<file path="src/rtl/blinking_machine_pkg.sv">
// Shared types and defaults for the blinking machine.
// Optional feature macro: BLINK_REPEAT_EN (see blinking_machine.sv).
package blinking_machine_pkg;

  typedef enum logic [1:0] {
    IDLE = 2'd0,
    ON   = 2'd1,
    OFF  = 2'd2,
    DONE = 2'd3
  } state_t;

  localparam int unsigned CLK_FREQ_DEF   = 50_000_000;
  localparam int unsigned BLINK_FREQ_DEF = 1;
  localparam int unsigned NUM_BLINKS_DEF = 3;

  // Counter width able to hold values 0..n-1, never narrower than one bit.
  function automatic int unsigned width_of(input int unsigned n);
    return (n <= 1) ? 1 : $clog2(n);
  endfunction

endpackage

</file>
<file path="src/rtl/blinking_machine_clk_divider.sv">
// Free-running divider: counts 0..HALF-1, pulses tick on HALF-1 and
// toggles clk_out on that same edge, giving a 2*HALF-cycle square wave.
module clk_divider
  import blinking_machine_pkg::*;
#(
  parameter int unsigned HALF = 4
) (
  input  logic clk,
  input  logic reset,
  output logic tick,
  output logic clk_out
);

  localparam int unsigned  CW   = width_of(HALF);
  localparam logic [CW-1:0] LAST = CW'(HALF - 1);

  logic [CW-1:0] count;

  assign tick = (count == LAST);

  // Half-period counter, wraps after the terminal value.
  always_ff @(posedge clk or negedge reset) begin
    if (!reset)    count <= '0;
    else if (tick) count <= '0;
    else           count <= count + CW'(1);
  end

  // Divided clock toggles once per half period.
  always_ff @(posedge clk or negedge reset) begin
    if (!reset)    clk_out <= 1'b0;
    else if (tick) clk_out <= ~clk_out;
  end

endmodule

</file>
<file path="src/rtl/blinking_machine.sv">
// Blinking machine: emits NUM_BLINKS half-period pulses on out, aligned
// to the divided clock, while start is held.
// Optional feature macro: BLINK_REPEAT_EN -- when defined the sequence
// restarts automatically while start stays high; otherwise it stops in
// DONE until start is released.
//
// state | meaning
// IDLE  | waiting for a tick with start high; blink counter cleared
// ON    | out lit for one half period
// OFF   | out dark for one half period; decides next blink or end
// DONE  | sequence complete, waiting for start to drop
module blinking_machine
  import blinking_machine_pkg::*;
#(
  parameter int unsigned CLK_FREQ   = CLK_FREQ_DEF,
  parameter int unsigned BLINK_FREQ = BLINK_FREQ_DEF,
  parameter int unsigned NUM_BLINKS = NUM_BLINKS_DEF
) (
  input  logic clk,
  input  logic reset,
  input  logic start,
  output logic out,
  output logic clk_1hz
);

  localparam int unsigned   HALF       = CLK_FREQ / (2 * BLINK_FREQ);
  localparam int unsigned   BW         = $clog2(NUM_BLINKS + 1);
  localparam logic [BW-1:0] LAST_BLINK = BW'(NUM_BLINKS);

  state_t        state;
  state_t        next_state;
  logic [BW-1:0] blink_cnt;
  logic          tick;
  logic          out_d;
  logic          blink_clr;
  logic          blink_inc;

  clk_divider #(.HALF(HALF)) u_div (
    .clk     (clk),
    .reset   (reset),
    .tick    (tick),
    .clk_out (clk_1hz)
  );

  // State register.
  always_ff @(posedge clk or negedge reset) begin
    if (!reset) state <= IDLE;
    else        state <= next_state;
  end

  // Next-state: dropping start aborts immediately; everything else waits for tick.
  always_comb begin
    next_state = state;
    case (state)
      IDLE: if (tick && start) next_state = ON;
      ON: begin
        if (!start)    next_state = IDLE;
        else if (tick) next_state = OFF;
      end
      OFF: begin
        if (!start) next_state = IDLE;
        else if (tick) begin
          if (blink_cnt < LAST_BLINK) next_state = ON;
`ifdef BLINK_REPEAT_EN
          else                        next_state = IDLE;
`else
          else                        next_state = DONE;
`endif
        end
      end
      DONE: if (!start) next_state = IDLE;
      default: next_state = IDLE;
    endcase
  end

  // Output decode from the upcoming state so out is a plain flop.
  always_comb begin
    out_d     = (next_state == ON);
    blink_clr = (next_state == IDLE);
    blink_inc = (state == ON) && (next_state == OFF);
  end

  // Blink counter and registered lamp output.
  always_ff @(posedge clk or negedge reset) begin
    if (!reset) begin
      blink_cnt <= '0;
      out       <= 1'b0;
    end else begin
      out <= out_d;
      if (blink_clr)      blink_cnt <= '0;
      else if (blink_inc) blink_cnt <= blink_cnt + BW'(1);
    end
  end

endmodule

</file>
<file path="config.mk">
export PLATFORM = sky130hd
export DESIGN_NAME = blinking_machine
export DESIGN_NICKNAME = d
export VERILOG_FILES = /design/src/rtl/blinking_machine_pkg.sv /design/src/rtl/blinking_machine_clk_divider.sv /design/src/rtl/blinking_machine.sv
export SDC_FILE = /design/constraint.sdc
export NUM_CORES = 1
export LEC_CHECK = 0
export ABC_AREA = 1
export ABC_CLOCK_PERIOD_IN_PS = 1500
export BUFFER_PORTS_ARGS = -buffer_cell sky130_fd_sc_hd__buf_2
export CAP_MARGIN = 10
export CELL_PAD_IN_SITES_DETAIL_PLACEMENT = 0
export CELL_PAD_IN_SITES_GLOBAL_PLACEMENT = 1
export CORE_ASPECT_RATIO = 1.75
export CORE_MARGIN = 2
export CORE_UTILIZATION = 41
export DETAILED_ROUTE_END_ITERATION = 12
export GPL_TIMING_DRIVEN = 1
export PLACE_DENSITY = 0.7
export SYNTH_ARGS = -nofsm -noshare
export SYNTH_HDL_FRONTEND = slang
export SYNTH_HIERARCHICAL = 1
export SYNTH_SLANG_ARGS = --single-unit
</file>
<file path="constraint.sdc">
create_clock -name clk -period 1.5 [get_ports clk]
set_input_delay 0.45 -clock clk [delete_from_list [all_inputs] [get_ports clk]]
set_output_delay 0.45 -clock clk [all_outputs]
set_load 0.02 [all_outputs]
</file>
==> key figures <==
Outcome
  • Run status: complete, but fails checks
  • Violated checks: setup timing

Die
  • Initial core utilization: a little over two fifths
  • DIE AREA: a little over 5000 um2
  • Die height: 92.7 um
  • Chip width: roughly 55 um
  • FP Rows: 32
  • I/O pins: 5
  • Core footprint: roughly 4400 um2

Final layout
  • Finished Layout Cells: around 340
  • Most common cell after layout, fill and taps aside: nand2_1
  • Nets: a little under 300
  • P&R area growth vs syn: 30.7%
  • ANT cells: 0
  • Share of cells above drive strength 1: ~32%
  • Final Util: 55.2%
  • Most frequent cells in the layout: nand2_1 (56), nor2_1 (41), buf_4 (35)

STA
  • Fmax: between 0.6 and 0.7 GHz
  • Max-slew headroom: 76.2%
  • Setup violators final: 4
  • Setup tns final: -0.226 ns
  • Final WS setup: -0.0640 ns
  • RSZ-0062 raised after global routing: yes
  • Clk_skew: roughly 0.0060 ns
  • Final period util: 104%
  • Minimum clock period: around 1.6 ns
  • Fin. max-slew vios: 0
  • Actual slew at the worst max-slew pin: 0.358 ns
  • Fin. Hold Viols: 0

Clock tree
  • Number of clock sinks: 31
  • CTS tree: done
  • Root Buffer Master: clkbuf_8
  • Bufs on Longest Clock Path: 2
  • Total CTS buffers: 5
  • Clock-pin slew on the worst setup and hold paths: 0.06 ns
  • Clk Latency, worst-skew pair: 0.28 ns
  • H-tree depth: 2
  • Post-CTS Hold Buffers: 0

Global route
  • Vias in the first global route: about 1,700
  • First-pass GRT wire length: ~7.3 mm
  • Pin count of the biggest net entering global routing: 18
  • Initial antenna violation count: 0
  • Total track usage: 20.2%
  • Total gr overflow: 0

Detailed routing
  • DRT antenna net count: 0
  • Post-DR wirelength/cell: 12.5 um
  • Final WL: 4.27 mm
  • Via count: 1,650
  • Vias per Instance: slightly below 5
  • DRT iter0 DRCs: 29
  • Initial DRT Pass Iterations: 4
  • Drt drc: 0

Logic synthesis
  • Post-Synth XOR/XNOR Area: around 5.7%
  • Synthesized cell area: 1840 um2
  • Seq/Total Area, Yosys: 42.1%
  • Cell count after synthesis: about 240
  • Largest family of logic cells by synthesized area: simple AND/OR/NAND/NOR gates
  • Post-synthesis mux area share: 0%
  • Distinct cells, synth: 26
  • Post-synthesis simple-gate area fraction: 39.6%
  • Post-synthesis compound-gate area fraction: between 4 and 5%
  • Post-synthesis adder-cell area fraction: under 10%
  • Yosys warnings: 6
  • Syn avg cell area: 7.55 um2
  • Post-synthesis register bit count: 31
  • Syn_nets: around 250

Critical path
  • Crit Path Class: flop to flop
  • CP peak stage delay: around 0.38 ns
  • Data arrival, critical path: ~1.8 ns
  • CP Capture Type: flop
  • Launch point of the worst path: u_div/count[1]$_DFF_PN0_
  • CP required: 1.72 ns
  • Critical Path, Cell by Cell: ha_4 -> nand2_4 -> nor2_8 -> nand2_4 -> inv_2 -> nand2_4 -> nor2_4 -> inv_2 -> a31oi_4 -> nand3_1 -> nand2_1
  • CP Launch Type: flop
  • Crit path top cell by count: nand2_4
  • Max Fanout on Critical Path: 7
  • Reg-to-reg critical path startpoint: u_div/count[1]$_DFF_PN0_
  • CP max stage cell: dfrtp_1
  • Worst r2r path cells: 11

Pwr
  • Leak pwr: 1.23 nW
  • Worst VDD drop: between 500 and 600 uV
  • Cell Pwr Density: ~630 nW/um2

Worst hold path
  • Min-delay worst type: primary input to async pin

Placed design
  • I/O Buffers: 4
  • Gp weighted congestion: 0.875
  • Placed cells: 331
  • Pre-CTS WS: -0.0582 ns
  • Post-DP HPWL: roughly 3.4 mm

Run
  • Max-capacitance violation count: 0
-- synthesized netlist by cell type --
| cell | n | area share (%) |
|---|---|---|
| ha_1 | 2 | 1.4 |
| o31ai_1 | 1 | 0.41 |
| nand2_1 | 61 | 12 |
| a31oi_1 | 1 | 0.34 |
| xor2_1 | 11 | 5.2 |
| nor2_1 | 47 | 9.6 |
| nand3_1 | 18 | 4.9 |
| dfrtp_1 | 31 | 42 |
| nor3_1 | 1 | 0.27 |
| and2_1 | 2 | 0.68 |
| a31oi_4 | 1 | 1.2 |
| nand2_4 | 3 | 1.8 |
| nand4_1 | 3 | 1.0 |
| nor2_4 | 6 | 3.7 |
| o21bai_1 | 1 | 0.41 |
| nor2b_1 | 1 | 0.34 |
| o21ai_0 | 1 | 0.27 |
| a21oi_1 | 6 | 1.6 |
| xnor2_1 | 1 | 0.48 |
| o21ai_1 | 2 | 0.54 |
| nor3b_1 | 1 | 0.41 |
| nor2_2 | 6 | 2.0 |
| inv_2 | 2 | 0.41 |
| nor2_8 | 1 | 1.1 |
| nand2_2 | 4 | 1.4 |
| inv_1 | 30 | 6.1 |
-- critical path, delay by kind of cell (launching register included) --
kind / cells / cell delay, ns
and+or+nand+nor: 7 / 0.60
DFF: 1 / 0.38
AOI/OAI and AO/OA: 1 / 0.21
adders and majority gates: 1 / 0.16
buffers and inverters: 2 / 0.15
-- metal layers --
layer	global-route usage, %	vias to the layer above	wire length, um
li1	-	851	-
met2	35.5	20	2300
met3	2.90	11	111
met1	21.7	768	1700
met4	10.8	0	165
met5	0	-	0
-- through the flow --
step                instance area [um2]  hold WS (ns)  power (W)
global placement                   2200         0.378   0.000880
global route                       2410        0.0974    0.00158
finish                             2410        0.0726    0.00152
CTS                                2320        0.0748    0.00155
detailed placement                 2200         0.380   0.000880
floorplan                          1860         0.154   0.000853
-- cell type report --
cell class | count | area (um2)
Clock buffer | 6 | 82.6
Timing Repair Buffer | 41 | 314
Sequential cell | 31 | 776
Clock inverter | 1 | 5.00
Fill cell | 449 | 1960
Inverter | 32 | 123
Tap cell | 51 | 63.8
Multi-Input combinational cell | 181 | 1040
-- kinds of logic (layout without fill, tap and decap cells) --
kind of cell,count (synthesis),after routing
DFF,31,31
and+or+nand+nor,154,154
adders and majority gates,2,2
xor gates and xnor gates,12,12
AOI/OAI and AO/OA,13,13
buffers and inverters,32,80
-- state kept, by name, indices dropped and copies added, names as in the netlist --
name           flops
u_div/count       25
state              2
u_div/clk_out      1
out                1
blink_cnt          2
-- final timing paths --
kind	to	slack (ns)
max in group asynchronous	blink_cnt[0]$_DFFE_PN0P_	1.01
min	u_div/count[9]$_DFF_PN0_	0.07
max	blink_cnt[1]$_DFFE_PN0P_	-0.06
min in group clk	state[1]$_DFF_PN0_	0.50
max reg2reg	blink_cnt[1]$_DFFE_PN0P_	-0.06
min reg2reg	u_div/clk_out$_DFFE_PN0N_	0.50
-- what timing repair did --
item	4_1_cts	5_1_grt
setup endpoints to repair	3	21
pin swaps	10	19
setup buffers	4	3
endpoints found under the hold margin	0	0
resized for setup	1	25
-- where the power goes --
group	internal [W]	total (W)	switching, W	leakage [nW]
registers	0.000836	0.000836	0.0000000000000000000399	0.419
logic	0.00000734	0.0000273	0.0000200	0.760
clock network	0.000359	0.000658	0.000298	0.0470
total	0.00120	0.00152	0.000318	1.23
(Power assumes the default switching activity.)
